**src/rtl/window_gen_3x3.sv**
```systemverilog
// window_gen_3x3: streaming 3x3 sliding-window generator with two line buffers
//   clk, rst                 clock, asynchronous active-high reset
//   pix_in/pix_valid/pix_ready  raster-order pixel input handshake
//   a00..a22                 window, aRC = row R (0 = top), column C (0 = left)
//   win_valid/win_ready      window output handshake
//   frame_done               marks the last window of a frame
module window_gen_3x3 #(
  parameter int WIDTH = 9,
  parameter int IMG_W = 8,
  parameter int IMG_H = 8
) (
  input  logic             clk,
  input  logic             rst,
  input  logic [WIDTH-1:0] pix_in,
  input  logic             pix_valid,
  output logic             pix_ready,
  output logic [WIDTH-1:0] a00,
  output logic [WIDTH-1:0] a01,
  output logic [WIDTH-1:0] a02,
  output logic [WIDTH-1:0] a10,
  output logic [WIDTH-1:0] a11,
  output logic [WIDTH-1:0] a12,
  output logic [WIDTH-1:0] a20,
  output logic [WIDTH-1:0] a21,
  output logic [WIDTH-1:0] a22,
  output logic             win_valid,
  input  logic             win_ready,
  output logic             frame_done
);
  localparam int CW = $clog2(IMG_W);
  localparam int RW = $clog2(IMG_H);
  logic [CW-1:0]    c_q, c_d;
  logic [RW-1:0]    r_q, r_d;
  logic [WIDTH-1:0] line0_q [IMG_W];
  logic [WIDTH-1:0] line1_q [IMG_W];
  logic [WIDTH-1:0] w_q [9];
  logic [WIDTH-1:0] w_d [9];
  logic             vld_q, vld_d, fd_q, fd_d;
  logic             acc, c_last, r_last;
  assign pix_ready = !vld_q || win_ready;
  assign acc       = pix_valid && pix_ready;
  assign c_last    = c_q == CW'(IMG_W - 1);
  assign r_last    = r_q == RW'(IMG_H - 1);
  // each row of the window shifts left; the right column is fed from
  // line1 (two rows up), line0 (one row up) and the incoming pixel
  always_comb begin
    w_d   = w_q;
    vld_d = vld_q;
    fd_d  = fd_q;
    c_d   = c_q;
    r_d   = r_q;
    if (acc) begin
      w_d[0] = w_q[1];
      w_d[1] = w_q[2];
      w_d[2] = line1_q[c_q];
      w_d[3] = w_q[4];
      w_d[4] = w_q[5];
      w_d[5] = line0_q[c_q];
      w_d[6] = w_q[7];
      w_d[7] = w_q[8];
      w_d[8] = pix_in;
      vld_d  = r_q >= RW'(2) && c_q >= CW'(2);
      fd_d   = r_last && c_last;
      c_d    = c_last ? '0 : c_q + 1'b1;
      r_d    = c_last ? (r_last ? '0 : r_q + 1'b1) : r_q;
    end else if (vld_q && win_ready) begin
      vld_d = 1'b0;
      fd_d  = 1'b0;
    end
  end
  always_ff @(posedge clk or posedge rst) begin
    if (rst) begin
      for (int i = 0; i < 9; i++) w_q[i] <= '0;
      vld_q <= 1'b0;
      fd_q  <= 1'b0;
      c_q   <= '0;
      r_q   <= '0;
    end else begin
      w_q   <= w_d;
      vld_q <= vld_d;
      fd_q  <= fd_d;
      c_q   <= c_d;
      r_q   <= r_d;
    end
  end
  // line buffers are unreset: stale entries are only read for rows < 2,
  // whose windows are never marked valid
  always_ff @(posedge clk) begin
    if (acc) begin
      line1_q[c_q] <= line0_q[c_q];
      line0_q[c_q] <= pix_in;
    end
  end
  assign a00        = w_q[0];
  assign a01        = w_q[1];
  assign a02        = w_q[2];
  assign a10        = w_q[3];
  assign a11        = w_q[4];
  assign a12        = w_q[5];
  assign a20        = w_q[6];
  assign a21        = w_q[7];
  assign a22        = w_q[8];
  assign win_valid  = vld_q;
  assign frame_done = fd_q;
endmodule

```
**config.mk**
```make
export PLATFORM = sky130hd
export DESIGN_NAME = window_gen_3x3
export DESIGN_NICKNAME = d
export VERILOG_FILES = /design/src/rtl/window_gen_3x3.sv
export SDC_FILE = /design/constraint.sdc
export NUM_CORES = 1
export LEC_CHECK = 0
export BUFFER_PORTS_ARGS = -buffer_cell sky130_fd_sc_hd__clkbuf_2
export CORE_ASPECT_RATIO = 0.7
export CORE_MARGIN = 5
export CORE_UTILIZATION = 56
export CTS_BUF_LIST = sky130_fd_sc_hd__clkbuf_4 sky130_fd_sc_hd__clkbuf_8
export CTS_CLUSTER_SIZE = 14
export DETAILED_ROUTE_END_ITERATION = 6
export PLACE_DENSITY = 0.77
export SLEW_MARGIN = 20
export SYNTH_ARGS = -nofsm -noshare
export SYNTH_HDL_FRONTEND = slang
export SYNTH_SLANG_ARGS = --single-unit
```
**constraint.sdc**
```tcl
create_clock -name clk -period 5.4 [get_ports clk]
set_input_delay 0.81 -clock clk [delete_from_list [all_inputs] [get_ports clk]]
set_output_delay 0.81 -clock clk [all_outputs]
set_load 0.05 [all_outputs]
```
==> qor.txt, run 1 <==
gr busiest metal -> met2
Resize count post-CTS -> 0
Reg2Reg Setup Slack -> 2.44 ns
All-Layer GR Usage -> 0.2103
initial antenna violation count -> 0
I/O pin count -> 97
endpoints failing setup -> 0
port buffer count -> 96
GR Overflow Total -> 0
critical path class -> reg -> reg
share of layout cells above drive strength 1 -> 0.2815
final net count -> 779
HPWL after DPL -> 12.79 mm
cells along the critical path -> buf_4 > nand2b_1 > o22ai_1 > a221oi_1 > mux2_2
Layout Cells excl Fill -> 990
cell family with most CP delay -> compound AO/OA/AOI/OAI gates
YS warnings -> 0
Max clock buf depth -> 3
post-DR wirelength/cell -> 19.96 µm
first-pass GRT wire length -> 30.75 mm
relative slew slack -> 0.2535
grt met3 use -> 0.05044
Final Hold Viols -> 0
Routed Antenna Nets -> 0
crit-path max FO -> 19
synth unique cells -> 49
Final GP Congestion -> 0.8435
dpl cells -> 926
Synth Net Count -> 668
Hold Path Class -> in -> async
area delta synth->final -> 15.60%
Static Leak -> 4.417 nW
setup total negative slack -> 0 ns
Clock Sinks -> 233
Buffers & Inverters on Critical Path -> 1
met1 GRT Util -> 0.3041
skew final -> 0.02249 ns
power density cells -> 667.8 nW/µm²
CTS buffer count -> 35
fin crit period -> 2.960 ns
Synth area leaders -> edfxtp_1 (48%), dfrtp_1 (25%), nand2_1 (8.4%)
WP data required -> 5.82 ns
DRT iter0 DRCs -> 499
fmax -> 0.3378 GHz
count of state elements after synthesis -> 233
Core Box Area -> 16100 µm²
fin util -> 0.6522
Max IR drop VDD -> 0.0004435 V
Worst EP arrival -> 3.38 ns
WHS -> 0.3029 ns
Power Total -> 0.007014 W
Clock transition at path regs -> 0.06 ns
WL final -> 19.77 mm
Die Wd -> 162.2 µm
Seq/Total Area, Yosys -> 0.7211
DR vias -> 5592
Rows -> 39
Max Slew Vio Count -> 0
Clk Latency, worst-skew pair -> 0.50 ns
crit path launch type -> register
Main synth FF type -> edfxtp_1
Initial Utilization -> 0.5642
met2 Use GR -> 0.3301
CP Capture Type -> register
Via density -> 5.648
Die ar. -> 18910 µm²
critical path's slowest cell -> dfrtp_1
largest net degree at the start of global routing -> 91
synthesized area -> 9085 µm²
crit-path max cell delay -> 0.82 ns
CTS HTree Levels -> 2
vias in the first global route -> 5744
ANT cells -> 0
number of max-cap violations -> 0
area leader, netlist -> edfxtp_1
status -> finished clean
Post-synth EDFFs -> 144
Hold Buf Count CTS -> 0
Cells after Synth -> 649
clk root buf -> clkbuf_8
postcts setup bufs -> 0
Remaining DRCs -> 0
ys async rst share -> 0.3820
syn avg cell area -> 14.00 µm²
Synth top area share -> 0.4760
Worst Max-Slew Pin Slew -> 1.116 ns
Die Y -> 116.6 µm
period utilisation layout -> 0.5482
CTS tree -> built
DRT Pass-1 Iters -> 5
unrepaired setup endpoints after global routing -> no
## power breakdown
| part | internal [W] | total [W] | switching [W] |
|---|---|---|---|
| clock | 0.000848 | 0.00147 | 0.000626 |
| combinational | 0.000698 | 0.00266 | 0.00196 |
| sequential | 0.00251 | 0.00288 | 0.000367 |
| total | 0.00406 | 0.00701 | 0.00295 |
## cell type report
class / instances / area, µm²
inverter: 7 / 27.53
clock inverter: 6 / 51.30
tap: 205 / 256.5
timing repair buffer: 110 / 586.8
multi-input combinational: 373 / 2345
fill: 1151 / 5600
sequential: 233 / 6553
clock buffer: 56 / 683.2
## cell usage after synthesis (2+ instances only)
master and count:
a221oi_2 4, a221oi_1 10, mux4_2 2, nor3_1 5, mux2_4 2, edfxtp_1 144
a31oi_1 5, clkbuf_1 11, dfrtp_1 89, inv_1 6, nand2_1 203, buf_6 6
o2bb2ai_1 2, buf_4 4, ha_1 6, mux2i_1 22, nand2b_1 2, nor2_1 14
nand3_1 2, a22oi_1 5, o21ai_0 9, and3_1 2, mux4_1 5, nor3b_1 2
buf_2 14, o22ai_1 7, mux2_2 31, o221ai_1 3, a21oi_1 8, a21o_1 3
and2_1 3
## through the flow
stage	cell area (µm²)	setup slack (ns)
floorplan	9085	1.520
global placement	9747	2.533
detailed placement	9747	2.393
CTS	10480	2.330
global route	10500	2.199
finish	10500	2.440
## worst paths after layout
kind | startpoint | to | depth (start not counted)
setup / recovery | c_q[1] | a12[6] | 5
hold / removal | rst | a21[6] | 2
setup reg to reg | c_q[1] | a12[6] | 5
hold reg to reg | a20[7] | a20[7] | 2
max in group asynchronous | rst | c_q[2] | 3
min in group clk | a20[7] | a20[7] | 2
## flip-flops by register name (all words and copies together) (netlist names), 9 cells and up
register	count
a02	9
a10	9
a00	9
line0_q	72
a21	9
a22	9
a20	9
a11	9
line1_q	72
a01	9
a12	9
## logic make-up (layout without fill, tap and decap cells)
kind of cell,Yosys count,count (layout),share of synthesized area
AND/OR/NAND/NOR,243,243,0.1080
flip-flops,233,233,0.7211
multiplexers,63,63,0.08663
AO/OA/AOI/OAI,61,61,0.04972
buffers and inverters,43,179,0.02630
adder cells (fa/ha/maj),6,6,0.008263
## worst register-to-register path: cells and delay by family, from the launching register on
family | cells | cell delay (ns)
buffers and inverters | 1 | 0.32
and+or+nand+nor | 1 | 0.48
DFF | 1 | 0.82
AOI/OAI and AO/OA | 2 | 0.98
muxes | 1 | 0.30
## routing by layer
| layer | routed length (µm) | part of all wire |
|---|---|---|
| met5 | 0 | 0 |
| met4 | 317 | 0.016 |
| met3 | 1407 | 0.071 |
| met2 | 9113 | 0.46 |
| met1 | 8927 | 0.45 |
## placed cells by master (no fill, tap or decap), types with 3 or more instances in the layout
master,synthesis,routed
a22oi_1,5,5
mux2_2,31,31
ha_1,6,6
clkbuf_2,0,97
o22ai_1,7,7
o221ai_1,3,3
clkbuf_4,0,14
buf_4,4,12
mux2i_1,22,22
nor2_1,14,13
a31oi_1,5,5
edfxtp_1,144,144
a221oi_2,4,4
inv_1,6,5
o21ai_0,9,9
clkbuf_8,0,42
a221oi_1,10,10
mux4_1,5,5
clkinv_1,0,3
nand2_1,203,202
a21oi_1,8,8
dfrtp_1,89,88
a21o_1,3,3
clkinv_2,0,3
Note: power is estimated with default switching activity, not from simulation.
==> run 2, diff against run 1 <==
ABC_AREA = 1   (was unset)
PLACE_DENSITY = 0.76   (was 0.77)
clock period = 2.9 ns   (was 5.4 ns; I/O delays follow)
==> run 2 against run 1 <==
Clock power increased by 78%. Maximum frequency is 43% higher. Critical path depth grew 5. Via count grew 18%. Worst setup slack worse by 1.6 ns. Largest cell class unchanged.
==> qor.txt, run 2 <==
status -> finished clean
power density cells -> 1212 nW/µm² (+82%)
period utilisation layout -> 0.7144 (+0.1662)
I/O pin count -> 97 (unchanged)
Via density -> 5.214 (-7.7%)
ANT cells -> 0 (unchanged)
clk root buf -> clkbuf_8
Post-synth EDFFs -> 144 (unchanged)
most frequent cells in the layout -> nand2_1 (451), edfxtp_1 (144), clkbuf_2 (96)
crit-path max FO -> 33 (+14)
Cells after Synth -> 901 (+39%)
top flop regs -> line0_q: 72 flops, line1_q: 72 flops
Worst Max-Slew Pin Slew -> 0.5416 ns (-0.5745 ns)
WP data required -> 3.34 ns (-2.48 ns)
Die ar. -> 19530 µm² (+3.3%)
Initial Utilization -> 0.5737 (+0.009538)
crit path launch type -> register
port buffer count -> 96 (unchanged)
GR Overflow Total -> 0 (unchanged)
Post-synth top cells -> nand2_1 (452), edfxtp_1 (144), dfrtp_1 (89)
DRT Pass-1 Iters -> 7 (+2)
Die Wd -> 164.9 µm (+1.6%)
number of max-cap violations -> 0 (unchanged)
WL final -> 20.96 mm (+6.0%)
Synth top area share -> 0.4597 (-0.01627)
Clock transition at path regs -> 0.06 ns (about the same)
fin crit period -> 2.072 ns (-0.8887 ns)
Clk Latency, worst-skew pair -> 0.51 ns (about the same)
endpoints failing setup -> 0 (unchanged)
All-Layer GR Usage -> 0.2157 (+0.005339)
HPWL after DPL -> 13.41 mm (+4.9%)
Core Box Area -> 16400 µm² (+1.8%)
Routed Antenna Nets -> 0 (unchanged)
area delta synth->final -> 15.96%
vias in the first global route -> 6348 (+11%)
CTS HTree Levels -> 2 (unchanged)
Max IR drop VDD -> 0.0007815 V (+76%)
Static Leak -> 5.019 nW (+14%)
Die Y -> 118.4 µm (+1.6%)
DR vias -> 6580 (+18%)
Layout Cells excl Fill -> 1262 (+27%)
Final Hold Viols -> 0 (unchanged)
critical path class -> reg -> reg
postcts setup bufs -> 0 (unchanged)
fmax -> 0.4827 GHz (+43%)
Remaining DRCs -> 0 (unchanged)
Synth area leaders -> edfxtp_1 (46%), dfrtp_1 (24%), nand2_1 (18%)
Hold Path Class -> in -> async
Seq/Total Area, Yosys -> 0.6965 (-0.02465)
setup total negative slack -> 0 ns (unchanged)
Resize count post-CTS -> 0 (unchanged)
Rows -> 39 (unchanged)
Max clock buf depth -> 3 (unchanged)
Hold Buf Count CTS -> 0 (unchanged)
Worst EP arrival -> 2.51 ns (-0.87 ns)
DRT iter0 DRCs -> 592 (+19%)
area leader, netlist -> edfxtp_1
CTS tree -> built
most numerous cell in the Yosys netlist -> nand2_1
Power Total -> 0.01323 W (+89%)
synth unique cells -> 20 (-59%)
count of state elements after synthesis -> 233 (unchanged)
CP Capture Type -> register
skew final -> 0.02288 ns (+0.0003885 ns)
unrepaired setup endpoints after global routing -> no
final net count -> 1032 (+32%)
YS warnings -> 0 (unchanged)
synthesized area -> 9407 µm² (+3.5%)
Synth Net Count -> 920 (+38%)
share of layout cells above drive strength 1 -> 0.1919 (-0.08963)
Max Slew Vio Count -> 0 (unchanged)
Final GP Congestion -> 0.8571 (+1.6%)
initial antenna violation count -> 0 (unchanged)
largest net degree at the start of global routing -> 90 (-1.1%)
CTS buffer count -> 34 (-2.9%)
relative slew slack -> 0.6362 (+0.3827)
Main synth FF type -> edfxtp_1
first-pass GRT wire length -> 33.64 mm (+9.4%)
post-DR wirelength/cell -> 16.61 µm (-17%)
dpl cells -> 1202 (+30%)
Clock Sinks -> 233 (unchanged)
Filler cells -> 1257 (+9.2%)
ys async rst share -> 0.3820 (unchanged)
most common cell after layout, fill and taps aside -> nand2_1
syn avg cell area -> 10.44 µm² (-25%)
==> run 2: cell types whose count changed after synthesis, moves of 17 or more <==
cell,before,now
o21ai_0,9,57
mux2_2,31,0
nand4_1,1,18
inv_1,6,33
mux2i_1,22,0
nand2_1,203,452
buf_2,14,33
==> run 2: final timing paths <==
check / startpoint / to / slack (ns) / depth (start not counted)
worst max register to register: c_q[0] / a02[4] / 0.83 / 10
max in group asynchronous: rst / a02[2] / 2.53 / 3
worst max-delay path: c_q[0] / a02[4] / 0.83 / 10
min in group clk: pix_in[1] / line0_q[0][1] / 0.26 / 1
worst min-delay path: rst / a20[6] / 0.009 / 3
worst min register to register: a20[0] / a20[0] / 0.48 / 2
==> run 2: area by class of cell <==
cell class | count | area, µm² | area share
inverter | 37 | 140.1 | 0.01285
clock buffer | 50 | 631.9 | 0.05793
tap | 225 | 281.5 | 0.02581
multi-input combinational | 580 | 2510 | 0.2301
clock inverter | 10 | 52.55 | 0.004818
timing repair buffer | 127 | 738.2 | 0.06768
sequential | 233 | 6554 | 0.6008
==> run 2: cell families (layout without fill, tap and decap cells) <==
group	count (synthesis)	after routing	synth area share
adders and majority gates	6	6	0.007981
and+or+nand+nor	511	511	0.2165
buffers and inverters	88	224	0.04549
AOI/OAI and AO/OA	63	63	0.03352
DFF	233	233	0.6965
==> run 2: through the flow <==
stage | hold WS (ns) | worst slack [ns] | instance area, µm² | utilization
finish | 0.009201 | 0.8283 | 10910 | 0.6653
global route | 0.04031 | 0.6789 | 10910 | 0.6653
CTS | 0.02729 | 0.8305 | 10910 | 0.6653
detailed placement | 0.4715 | 0.8369 | 10220 | 0.6236
global placement | 0.4623 | 0.8526 | 10220 | 0.6236
floorplan | 0.4712 | -0.3385 | 9472 | -
==> run 2: power breakdown <==
group,switching [W],internal (W)
registers,0.000495,0.00468
logic,0.00427,0.00118
clock network,0.00121,0.00140
==> run 2: layer usage <==
metal | track usage | share of wire | up-vias
li1 | - | - | 3162
met1 | 0.3286 | 0.46 | 3133
met2 | 0.3234 | 0.45 | 250
met3 | 0.04141 | 0.074 | 35
met4 | 0.05299 | 0.019 | 0
met5 | 0.01010 | 0 | -
==> run 2: worst max-delay path, stage by stage, from the launching register on <==
cell and delay, ns:
dfrtp_2 0.53, buf_4 0.44, buf_4 0.43, nand2_1 0.09, nand2_1 0.13, nand2_1 0.08
nand2_1 0.09, nand2_1 0.05, nand2_1 0.07, nand2_1 0.04, nand2_1 0.06
==> run 3, diff against run 2 <==
ABC_AREA = 0   (was 1)
PLACE_DENSITY = 0.77   (was 0.76)
clock period = 2.1 ns   (was 2.9 ns; I/O delays follow)
==> run 3 against run 2 <==
Sequential share of layout area rose by 0.39 points. Critical path type unchanged. Routed wire length fell by 3.2%. Power rose by 39%. Register-to-register slack worse by 0.71 ns. Non-clock buffer count increased by 18. First-iteration DRC count down 25%. Combinational power grew 40%. Clock skew shrank 0.0051 ns. Worst setup slack worse by 0.71 ns. Count of clock-buffer cells in the layout shrank 1. Core utilization rose by 0.77 points. Largest cell class unchanged. Die area decreased by 3.2%.
==> qor.txt, run 3 (synthesis results as in run 1) <==
unrepaired setup endpoints after global routing -> no
Final Hold Viols -> 0 (unchanged)
Die Wd -> 162.2 µm (-1.6%)
Rows -> 39 (unchanged)
Reg2Reg Setup Slack -> 0.11 ns (-0.71 ns)
skew final -> 0.01781 ns (-0.005069 ns)
number of max-cap violations -> 0 (unchanged)
I/O pin count -> 97 (unchanged)
Worst Min Path Start -> win_ready
Crit path top cell by count -> mux2_4
Initial Utilization -> 0.5642 (-0.009538)
WL final -> 20.28 mm (-3.2%)
cell depth of the worst min-delay path -> 3
Max clock buf depth -> 3 (unchanged)
reg-to-reg endpoint -> a12[0]
Die ar. -> 18910 µm² (-3.2%)
DR vias -> 5684 (-14%)
share of layout cells above drive strength 1 -> 0.3107 (+0.1188)
critical path's slowest cell -> or3b_4
final net count -> 815 (-21%)
initial antenna violation count -> 0 (unchanged)
status -> finished clean
CTS HTree Levels -> 2 (unchanged)
Clk Latency, worst-skew pair -> 0.50 ns (about the same)
endpoints failing setup -> 0 (unchanged)
postcts setup bufs -> 0 (unchanged)
CTS tree -> built
fmax -> 0.5037 GHz (+4.4%)
Placement Setup Slack -> 0.04496 ns (-0.7919 ns)
crit path launch type -> register
cell family with most CP delay -> multiplexers
Clock transition at path regs -> 0.06 ns (about the same)
crit-path max cell delay -> 0.46 ns (-0.07 ns)
Via density -> 5.524 (+5.9%)
fin util -> 0.6730 (+0.007745)
Routed Antenna Nets -> 0 (unchanged)
Clock Sinks -> 233 (unchanged)
Worst Max-Slew Pin Slew -> 0.7309 ns (+0.1893 ns)
Power Total -> 0.01836 W (+39%)
Setup WS post-layout -> 0.1148 ns (-0.7135 ns)
fin crit period -> 1.985 ns (-0.08650 ns)
Die Y -> 116.6 µm (-1.6%)
CTS buffer count -> 36 (+5.9%)
Final GP Congestion -> 0.8329 (-2.8%)
WP data required -> 2.48 ns (-0.86 ns)
clk root buf -> clkbuf_8
most common cell after layout, fill and taps aside -> nand2_1
port buffer count -> 96 (unchanged)
GR Overflow Total -> 0 (unchanged)
ANT cells -> 0 (unchanged)
crit-path max FO -> 10 (-70%)
post-DR wirelength/cell -> 19.71 µm (+19%)
top flop regs -> line0_q: 72 flops, line1_q: 72 flops
first-pass GRT wire length -> 31.55 mm (-6.2%)
Static Leak -> 4.587 nW (-8.6%)
Core Box Area -> 16100 µm² (-1.8%)
hold worst-path end -> frame_done
vias in the first global route -> 5804 (-8.6%)
dpl cells -> 962 (-20%)
Hold Path Class -> in -> reg
Worst EP arrival -> 2.37 ns (-0.14 ns)
Remaining DRCs -> 0 (unchanged)
relative slew slack -> 0.5127 (-0.1235)
All-Layer GR Usage -> 0.2156 (about the same)
largest net degree at the start of global routing -> 73 (-19%)
CP Capture Type -> register
DRT iter0 DRCs -> 442 (-25%)
period utilisation layout -> 0.9453 (+0.2310)
CP Depth -> 5 (-5)
cells along the critical path -> buf_4 > mux2_4 > a32oi_1 > or3b_4 > mux2_4
critical path class -> reg -> reg
reg2reg path depth -> 5 (-5)
HPWL after DPL -> 13.26 mm (-1.1%)
area delta synth->final -> 19.29%
R2R Path Start -> c_q[1]
power density cells -> 1694 nW/µm² (+40%)
Max Slew Vio Count -> 0 (unchanged)
Layout Cells excl Fill -> 1029 (-18%)
Buffers & Inverters on Critical Path -> 1 (-1)
most frequent cells in the layout -> nand2_1 (201), edfxtp_1 (144), clkbuf_2 (96)
Max IR drop VDD -> 0.001071 V (+37%)
Filler cells -> 1112 (-12%)
DRT Pass-1 Iters -> 5 (-2)
## run 3: changes by cell type in the layout (fill, tap and decap cells not counted), moves of 9 or more
cell      change
nand2_1     -250
o21ai_0      -48
mux2_2       +31
inv_1        -27
mux2i_1      +22
nand4_1      -17
nand3_1      -16
buf_4        +14
a221oi_1      +9
## run 3: tightest hold or removal path: cells and delay by family
family          cells  cell delay, ns
buf+inv             1            0.09
compound gates      1            0.08
simple gates        1            0.06
## run 3: layout make-up
type	instances	area, µm²	share of cell area
inverter	7	30.03	0.002771
multi-input combinational	373	2399	0.2213
timing repair buffer	145	913.4	0.08428
clock inverter	17	73.82	0.006811
sequential	233	6554	0.6047
clock buffer	49	611.8	0.05645
tap	205	256.5	0.02367
## run 3: worst max path at each step
stage / from / endpoint / slack, ns
finish: c_q[1] / a12[0] / 0.11
global route: c_q[2] / a12[2] / 0.01
CTS: c_q[1] / a12[0] / 0.01
detailed placement: c_q[1] / a12[0] / 0.04
global placement: c_q[1] / a12[0] / 0.14
floorplan: c_q[2] / line0_q[3][0] / -0.18
## run 3: per-layer routing
layer / global-route usage / up-vias / wire length, µm
met2: 0.3473 / 201 / 9770
met3: 0.05538 / 30 / 1490
met1: 0.2979 / 2842 / 8633
met5: 0 / - / 0
met4: 0.06028 / 0 / 383
li1: - / 2611 / -
## run 3: repair_timing
item	in CTS	in global routing
hold endpoints to repair	89	0
hold buffers	1	0
resized for setup	0	3
setup endpoints to repair	0	6
## run 3: power breakdown
group          total [W]  leakage, nW  internal (W)  switching (W)
registers        0.00720         2.38       0.00646       0.000740
logic            0.00761         1.85       0.00220        0.00541
clock network    0.00355        0.355       0.00189        0.00166
total             0.0184         4.59        0.0106        0.00781
## run 3: per-stage QoR
step | hold WS (ns) | setup TNS, ns | area (µm²)
after global placement | 0.4185 | 0 | 10120
after global routing | 0.06545 | 0 | 10840
after CTS | 0.07224 | 0 | 10820
after floorplan | 0.4139 | -11.91 | 9201
after detailed placement | 0.4312 | 0 | 10120
final | 0.08537 | 0 | 10840
